File: src/rtl/mips_boot_pkg.sv
// Shared definitions for the instruction-memory boot loader.
// Provides the loader FSM state type, the default frame sync byte and
// the widths of the frame fields (byte, instruction word, length field).
package mips_boot_pkg;

    localparam logic [7:0]  DEFAULT_SYNC_BYTE = 8'hA5;
    localparam int unsigned BYTE_W            = 8;
    localparam int unsigned WORD_W            = 32;
    localparam int unsigned LEN_W             = 16;
    localparam int unsigned BYTES_PER_WORD    = WORD_W / BYTE_W;

    typedef enum logic [2:0] {
        ST_IDLE,
        ST_LEN_HI,
        ST_LEN_LO,
        ST_DATA,
        ST_CSUM,
        ST_DONE,
        ST_ERROR
    } boot_state_e;

endpackage

File: src/rtl/mips_boot_word_assembler.sv
// Byte-to-word assembler for the boot loader.
// Shifts accepted payload bytes in MSB-first, counts bytes within a word,
// flags the byte that completes a word and keeps the running XOR checksum.
// Ports:
//   clk, reset      clock / synchronous active-low reset
//   clr             clear counter, shift register and checksum
//   byte_valid      a payload byte is accepted this cycle
//   byte_data       the payload byte
//   word_valid      this byte completes a word (combinational)
//   word            assembled word, valid with word_valid
//   csum            XOR of all payload bytes accepted so far
module mips_boot_word_assembler
    import mips_boot_pkg::*;
(
    input  logic              clk,
    input  logic              reset,
    input  logic              clr,
    input  logic              byte_valid,
    input  logic [BYTE_W-1:0] byte_data,
    output logic              word_valid,
    output logic [WORD_W-1:0] word,
    output logic [BYTE_W-1:0] csum
);

    logic [WORD_W-BYTE_W-1:0] shift_q, shift_d;
    logic [1:0]               cnt_q, cnt_d;
    logic [BYTE_W-1:0]        csum_q, csum_d;

    always_comb begin
        shift_d = shift_q;
        cnt_d   = cnt_q;
        csum_d  = csum_q;
        if (byte_valid) begin
            shift_d = {shift_q[WORD_W-2*BYTE_W-1:0], byte_data};
            cnt_d   = cnt_q + 2'd1;
            csum_d  = csum_q ^ byte_data;
        end
        if (clr) begin
            shift_d = '0;
            cnt_d   = '0;
            csum_d  = '0;
        end
    end

    always_ff @(posedge clk) begin
        if (!reset) begin
            shift_q <= '0;
            cnt_q   <= '0;
            csum_q  <= '0;
        end else begin
            shift_q <= shift_d;
            cnt_q   <= cnt_d;
            csum_q  <= csum_d;
        end
    end

    // The fourth byte is taken straight from the input so the word is
    // complete in the same cycle it is accepted.
    assign word_valid = byte_valid && (cnt_q == 2'd3);
    assign word       = {shift_q, byte_data};
    assign csum       = csum_q;

endmodule

File: src/rtl/mips_imem_boot_loader.sv
// Boot loader for main_mips: parses a framed byte stream
// (SYNC, N[15:8], N[7:0], 4*N big-endian data bytes, XOR checksum),
// writes the words to instruction memory from address 0 and releases
// the CPU reset only when the frame loaded with a matching checksum.
// Ports:
//   clk, reset              clock / synchronous active-low reset
//   in_valid/in_data/in_ready  byte stream handshake
//   restart                 leave DONE/ERROR and return to IDLE
//   imem_we/addr/wdata      one-cycle instruction-memory write
//   cpu_reset               active-high reset to the processor
//   done / error            frame accepted / rejected
//   words_loaded            words written in the current frame
module mips_imem_boot_loader
    import mips_boot_pkg::*;
#(
    parameter int unsigned ADDR_WIDTH = 8,
    parameter int unsigned MAX_WORDS  = 256,
    parameter logic [7:0]  SYNC_BYTE  = DEFAULT_SYNC_BYTE
) (
    input  logic                  clk,
    input  logic                  reset,
    input  logic                  in_valid,
    input  logic [7:0]            in_data,
    output logic                  in_ready,
    input  logic                  restart,
    output logic                  imem_we,
    output logic [ADDR_WIDTH-1:0] imem_addr,
    output logic [31:0]           imem_wdata,
    output logic                  cpu_reset,
    output logic                  done,
    output logic                  error,
    output logic [ADDR_WIDTH:0]   words_loaded
);

    localparam int unsigned CNT_W = ADDR_WIDTH + 1;

    boot_state_e           state_q, state_d;
    logic [7:0]            len_hi_q, len_hi_d;
    logic [CNT_W-1:0]      n_q, n_d;
    logic [CNT_W-1:0]      words_q, words_d;
    logic                  we_q, we_d;
    logic [ADDR_WIDTH-1:0] addr_q, addr_d;
    logic [31:0]           wdata_q, wdata_d;

    logic             ready_int, accept, finished, clr, byte_valid;
    logic             word_valid, last_word;
    logic [31:0]      word;
    logic [7:0]       csum;
    logic [LEN_W-1:0] len;

    assign finished   = (state_q == ST_DONE) || (state_q == ST_ERROR);
    assign ready_int  = reset && !finished;
    assign accept     = in_valid && ready_int;
    assign clr        = finished && restart;
    assign byte_valid = accept && (state_q == ST_DATA);
    assign len        = {len_hi_q, in_data};
    assign last_word  = (words_q == n_q - CNT_W'(1));

    mips_boot_word_assembler u_asm (
        .clk        (clk),
        .reset      (reset),
        .clr        (clr),
        .byte_valid (byte_valid),
        .byte_data  (in_data),
        .word_valid (word_valid),
        .word       (word),
        .csum       (csum)
    );

    always_comb begin
        state_d  = state_q;
        len_hi_d = len_hi_q;
        n_d      = n_q;
        words_d  = words_q;
        addr_d   = addr_q;
        wdata_d  = wdata_q;
        we_d     = word_valid;

        // Write is registered: strobe, address and data appear the cycle
        // after the word's fourth byte; words_loaded steps on that edge.
        if (word_valid) begin
            addr_d  = words_q[ADDR_WIDTH-1:0];
            wdata_d = word;
            words_d = words_q + CNT_W'(1);
        end

        case (state_q)
            ST_IDLE: begin
                if (accept && in_data == SYNC_BYTE) state_d = ST_LEN_HI;
            end
            ST_LEN_HI: begin
                if (accept) begin
                    len_hi_d = in_data;
                    state_d  = ST_LEN_LO;
                end
            end
            ST_LEN_LO: begin
                if (accept) begin
                    if (len == '0) begin
                        state_d = ST_CSUM;
                    end else if (32'(len) > MAX_WORDS) begin
                        state_d = ST_ERROR;
                    end else begin
                        n_d     = len[CNT_W-1:0];
                        state_d = ST_DATA;
                    end
                end
            end
            ST_DATA: begin
                if (word_valid && last_word) state_d = ST_CSUM;
            end
            ST_CSUM: begin
                if (accept) state_d = (in_data == csum) ? ST_DONE : ST_ERROR;
            end
            ST_DONE, ST_ERROR: begin
                if (restart) begin
                    state_d  = ST_IDLE;
                    len_hi_d = '0;
                    n_d      = '0;
                    words_d  = '0;
                    addr_d   = '0;
                    wdata_d  = '0;
                end
            end
            default: state_d = ST_IDLE;
        endcase
    end

    always_ff @(posedge clk) begin
        if (!reset) begin
            state_q  <= ST_IDLE;
            len_hi_q <= '0;
            n_q      <= '0;
            words_q  <= '0;
            we_q     <= 1'b0;
            addr_q   <= '0;
            wdata_q  <= '0;
        end else begin
            state_q  <= state_d;
            len_hi_q <= len_hi_d;
            n_q      <= n_d;
            words_q  <= words_d;
            we_q     <= we_d;
            addr_q   <= addr_d;
            wdata_q  <= wdata_d;
        end
    end

    assign in_ready     = ready_int;
    assign imem_we      = we_q;
    assign imem_addr    = addr_q;
    assign imem_wdata   = wdata_q;
    assign cpu_reset    = (state_q != ST_DONE);
    assign done         = (state_q == ST_DONE);
    assign error        = (state_q == ST_ERROR);
    assign words_loaded = words_q;

endmodule

File: config.mk
export PLATFORM = sky130hd
export DESIGN_NAME = mips_imem_boot_loader
export DESIGN_NICKNAME = d
export VERILOG_FILES = /design/src/rtl/mips_boot_pkg.sv /design/src/rtl/mips_boot_word_assembler.sv /design/src/rtl/mips_imem_boot_loader.sv
export SDC_FILE = /design/constraint.sdc
export NUM_CORES = 1
export LEC_CHECK = 0
export CAP_MARGIN = 20
export CORE_MARGIN = 2
export CORE_UTILIZATION = 33
export CTS_CLUSTER_SIZE = 28
export DETAILED_ROUTE_END_ITERATION = 6
export SYNTH_ARGS = -nofsm -noshare
export SYNTH_HDL_FRONTEND = slang
export SYNTH_HIERARCHICAL = 1
export SYNTH_SLANG_ARGS = --single-unit
File: constraint.sdc
create_clock -name clk -period 3.3 [get_ports clk]
set_input_delay 0.825 -clock clk [delete_from_list [all_inputs] [get_ports clk]]
set_output_delay 0.825 -clock clk [all_outputs]
set_load 0.03 [all_outputs]
Word-level counts from Yosys, hierarchy flattened
Index checks and enable logic that the tools add are counted. Widths: inputs -> output; s select.

Add/subtract/negate cells: 3. Multipliers: 0. Div/mod/pow operators: 0. $lt $le $gt $ge: 1. Equality and inequality tests: 19. Shift operators: 0. Multiplexer cells: 27. Bitwise operators: 2. Reduce and logical (&&, ||, !) cells: 18.

Operators with widths (number): $mux 32 (3); $mux 9 (7); $mux 8 (5); $mux 3 (8); $pmux 3 s6 (1); $pmux 9 s2 (1); $gt 16x9->1 const B (1); $logic_not 16->1 (1); $pmux 8 s2 (1); $ne 2x2->1 const B (7); $add 9x1->9 const B (1); $eq 3x3->1 const B (3); $eq 9x9->1 (1); $sub 9x1->9 const B (1); $eq 8x8->1 (1); $eq 8x8->1 const B (1); $xor 8x8->8 (1); $logic_and 1x1->1 (7); $eq 3x2->1 const B (2); $reduce_and 6->1 (1); $reduce_and 5->1 (1); $reduce_bool 2->1 (2); $reduce_or 2->1 (2); $eq 3x1->1 const B (1); 10 further kinds (10).

Flip-flop bits (word level): 104. Latch bits: 0. Memory bits (writable): 0. Memory bits (read-only): 0. Bits of input ports: 12. Memories: 0.

Depth between registers and ports, before layout
Word-level depth: 10. Gate-level depth with buffers: 12.

By module
The synthesis kept the hierarchy.

Modules (own cells, without submodules): mips_imem_boot_loader (instances 1, cells each 330, area an instance 3108.0 µm²); mips_boot_word_assembler (instances 1, cells each 130, area an instance 1420.1 µm²).

Least setup slack after synthesis
Ideal clock, no wire load.

Kind: input to register. Start: input in_valid. End: register addr_q[7] (netlist: imem_addr[7]). Data arrival time: 2.577 ns. Required time: 3.172 ns. Path slack: 0.595 ns. Cell stages on the path: 9. Buffers on the path: 4. Cell sequence: nand3_2 nor2_1 buf_6 buf_6 and2_1 clkbuf_1 clkbuf_1 mux2i_1 nor2_1.

Word-level cells in the longest chain between the ends: 6.

RTL lines: from (decl) (RTL line mips_imem_boot_loader.sv:22) `input logic in_valid,`; $logic_and 1x1->1 * (RTL line mips_imem_boot_loader.sv:53) `assign accept = in_valid && ready_int;`; $logic_and 1x1->1 * (RTL line mips_imem_boot_loader.sv:55) `assign byte_valid = accept && (state_q == ST_DATA);`; net byte_valid (RTL line mips_imem_boot_loader.sv:45) `logic ready_int, accept, finished, clr, byte_valid;`; $logic_and 1x1->1 * (RTL line mips_boot_word_assembler.sv:59) `assign word_valid = byte_valid && (cnt_q == 2'd3);`; net we_d (RTL line mips_imem_boot_loader.sv:41) `logic we_q, we_d;`; $mux 8 * (RTL line mips_imem_boot_loader.sv:81) `if (word_valid) begin`; $mux 8 (RTL line mips_imem_boot_loader.sv:116) `if (restart) begin`; $mux 8 * (RTL line mips_imem_boot_loader.sv:87) `case (state_q)`; to (signal assigned) (RTL line mips_imem_boot_loader.sv:144) `addr_q <= addr_d;`; to (decl) (RTL line mips_imem_boot_loader.sv:42) `logic [ADDR_WIDTH-1:0] addr_q, addr_d;`.

Mark *: on every way through the listed nets, which the timed path passes. The rest lies on a longest branch. A chain may end at the register's enable or synchronous reset.

Worst setup path in the final report
Start: register state_q[0]. End: output done.

Word-level cells in the longest chain between the ends: 1.

RTL lines: from (decl) (RTL line mips_imem_boot_loader.sv:37) `boot_state_e state_q, state_d;`; from (signal assigned) (RTL line mips_imem_boot_loader.sv:139) `state_q <= state_d;`; $eq 3x3->1 (RTL line mips_imem_boot_loader.sv:154) `assign done = (state_q == ST_DONE);`; to (decl) (RTL line mips_imem_boot_loader.sv:30) `output logic done,`.

Every way passes these cells.

==> impl_metrics.env <==
export IMPL_synthArstFlopShare_pct=0
export IMPL_arrival_ps=2140
export IMPL_multi_input_area_sq_mm=0.002206
export IMPL_synth_net_count=475
export IMPL_start_kind="flop"
export IMPL_placed_area_sq_mm=0.005340
export IMPL_finalSetupTns_ps=0
export IMPL_pwr_share_clk_pct=38.6
export IMPL_swShare_pct=25.17
export IMPL_avgSynthCellArea_sq_um=9.844
export IMPL_finalHoldViolations=0
export IMPL_fmax_mhz=337.8
export IMPL_cts_repair_resized=0
export IMPL_slew_headroom_pct=44.73
export IMPL_final_nets=533
export IMPL_hold_buffers=0
export IMPL_seq_area_frac_synth_pct=45.98
export IMPL_finClkSkew_ps=6.603
export IMPL_grt_pass1_wl_mm=17.31
export IMPL_cts_max_level=3
export IMPL_p_leak_nw=1.942
export IMPL_combPwrFrac_pct=13.7
export IMPL_port_buffers=65
export IMPL_power_density_mw_per_mm2=503.9
export IMPL_crit_family="buffers and inverters"
export IMPL_num_io_pins=66
export IMPL_die_area_sq_mm=0.01467
export IMPL_synth_cell_types=56
export IMPL_cts_buffer_depth=2
export IMPL_ant_nets=0
export IMPL_p_sw_uw=715.8
export IMPL_place_congestion=0.8826
export IMPL_post_route_min_period_ps=2961
export IMPL_ys_warnings_count=6
export IMPL_grt_max_degree=43
export IMPL_start_util_pct=33.92
export IMPL_post_cts_buffers=0
export IMPL_seq_area_sq_mm=0.002082
export IMPL_p_seq_share_pct=47.7
export IMPL_num_rows=42
export IMPL_fillers=1325
export IMPL_cap_violations=0
export IMPL_layout_drive_gt1_share_pct=9.962
export IMPL_routed_via_count=3347
export IMPL_grt_pass1_vias=3325
export IMPL_rsz0062_at_grt="false"
export IMPL_chipHeight_um=121.1
export IMPL_viasPerCell=4.795
export IMPL_clockRootBuffer="clkbuf_16"
export IMPL_ys_ff_latch=104
export IMPL_wl_per_cell_um=15.07
export IMPL_syn_cell_area_sq_mm=0.004528
export IMPL_setup_violations=0
export IMPL_drc=0
export IMPL_slowest_delay_ps=650
export IMPL_critPathMaxFanout=12
export IMPL_synthCells=460
export IMPL_design_area_sq_mm=0.005643
export IMPL_layout_cells_non_filler=698
export IMPL_core_sq_mm=0.01335
export IMPL_worst_pin_slew_ps=825.2
export IMPL_crit_slowest_cell="clkdlybuf4s50_1"
export IMPL_hpwl_mm=7.251
export IMPL_dp_cells=683
export IMPL_crit_buf_inv=2
export IMPL_synth_ff_type="dfxtp_1"
export IMPL_finalCritPeriodShare_pct=89.72
export IMPL_worstPathCellList="nand2b_1 > or2_2 > inv_1 > clkdlybuf4s50_1"
export IMPL_area_growth_pct=24.62
export IMPL_cts_sinks=104
export IMPL_firstDrtPassIters=5
export IMPL_clk_latency_ps=330
export IMPL_path_clk_slew_ps=70
export IMPL_synth_edf_count=0
export IMPL_cts_buffers=9
export IMPL_die_w_um=121.1
export IMPL_routed_wl_mm=10.52
export IMPL_overflow=0
export IMPL_path_class="reg2out"
export IMPL_diodes=0
export IMPL_cts_tree="built"
export IMPL_vdd_drop_max_uv=256.6
export IMPL_internal_power_mw=2.128
export IMPL_status="completed"
export IMPL_antenna_found_initial=0
export IMPL_worstSetupEndpointType="output pin"
export IMPL_cp_data_required_time_ps=2470
export IMPL_grtUsageTotal_pct=14.90
export IMPL_slew_violations=0
export IMPL_drt_iter0_drc=139
export IMPL_worstHoldPathType="reg2reg"
## flip-flops by register name (all words and copies together) (netlist names)
name	cells
u_asm/cnt_q	2
state_q	3
u_asm/shift_q	24
len_hi_q	8
imem_wdata	32
words_loaded	9
u_asm/csum	8
imem_we	1
imem_addr	8
n_q	9
## kinds of logic (layout without fill, tap and decap cells)
kind of cell / count (synthesis) / after routing / synth area share (%)
AND/OR/NAND/NOR: 155 / 155 / 17.19
flip-flops: 104 / 104 / 45.98
multiplexers: 66 / 66 / 14.59
AO/OA/AOI/OAI: 64 / 64 / 10.64
buffers and inverters: 41 / 103 / 5.554
XOR/XNOR: 27 / 27 / 5.222
adder cells (fa/ha/maj): 3 / 3 / 0.8290
## cells in the final DEF (no fill, tap or decap), types with 3 or more instances in the layout
cell	n
a21oi_1	12
clkdlybuf4s50_1	64
xor2_1	16
nor4_1	5
nand2_1	6
nor2b_1	6
buf_12	3
inv_1	6
mux2i_1	66
buf_4	14
nand2b_1	3
o21ai_1	3
nand3_1	7
o21ai_0	4
a21oi_2	5
ha_1	3
nor2_1	95
nand4_1	3
clkbuf_16	9
dfxtp_1	104
a21bo_2	3
xnor2_1	11
nand3b_1	8
nor3_1	4
a21bo_1	5
a22o_1	9
a22oi_1	8
## tightest hold or removal path: stages (launching register included)
cell and delay (ps):
dfxtp_1 320, mux2i_1 60, nor2_1 80
## stage by stage
step / setup slack (ps) / utilization, % / hold WS (ps) / total power, mW
after floorplan: 595.4 / - / 460.1 / 1.670
after global placement: 217.5 / 40.01 / 473.9 / 1.761
after detailed placement: 125.5 / 40.01 / 482.9 / 1.770
after CTS: 334.7 / 42.28 / 500.1 / 2.874
after global routing: 196.8 / 42.28 / 526.9 / 2.971
final: 339.3 / 42.28 / 495.1 / 2.843
## worst paths after layout
path | depth (start not counted) | end | slack, ps | start
setup reg to reg | 6 | n_q[8] | 1130 | len_hi_q[3]
hold / removal | 2 | imem_wdata[20] | 500 | imem_wdata[20]
hold reg to reg | 2 | imem_wdata[20] | 500 | imem_wdata[20]
setup / recovery | 4 | done | 340 | state_q[0]
## synthesized netlist by cell type, drive strengths merged (3+ instances only)
library cell / instances / area share [%]
a21bo: 8 / 1.8
a21oi: 17 / 2.3
a22o: 9 / 1.7
a22oi: 8 / 1.3
buf: 21 / 3.9
clkbuf: 13 / 1.1
dfxtp: 104 / 46
ha: 3 / 0.83
inv: 7 / 0.58
mux2i: 66 / 15
nand2: 6 / 0.50
nand2b: 4 / 0.55
nand3: 8 / 0.99
nand3b: 8 / 1.3
nand4: 3 / 0.41
nor2: 96 / 8.0
nor2b: 6 / 0.83
nor3: 6 / 1.0
nor4: 7 / 1.4
o21ai: 7 / 0.77
or4: 3 / 0.66
xnor2: 11 / 2.1
xor2: 16 / 3.1
## power groups by stage
| stage | clock, mW | combinational [mW] | sequential (mW) |
|---|---|---|---|
| 5_1_grt | 1.18 | 0.431 | 1.36 |
| 2_1_floorplan | 0 | 0.325 | 1.34 |
| 6_report | 1.10 | 0.388 | 1.36 |
| 3_3_place_gp | 0 | 0.379 | 1.38 |
| 3_5_place_dp | 0 | 0.387 | 1.38 |
| 4_1_cts | 1.13 | 0.389 | 1.35 |
## layer usage
metal | global-route usage, % | up-vias | part of all wire [%]
met1 | 20.61 | 1565 | 50
met5 | 0 | - | 0
met3 | 4.323 | 12 | 4.8
met4 | 4.095 | 0 | 1.2
li1 | - | 1692 | -
met2 | 22.68 | 78 | 44
## area by class of cell
class / count / area share [%]
clock buffers: 11 / 4.124
clock inverters: 4 / 1.242
inverters: 7 / 0.4656
multi-input cells: 315 / 39.09
flip-flops and latches: 104 / 36.90
well taps: 176 / 3.902
repair buffers: 81 / 14.28
(Power assumes the default switching activity.)
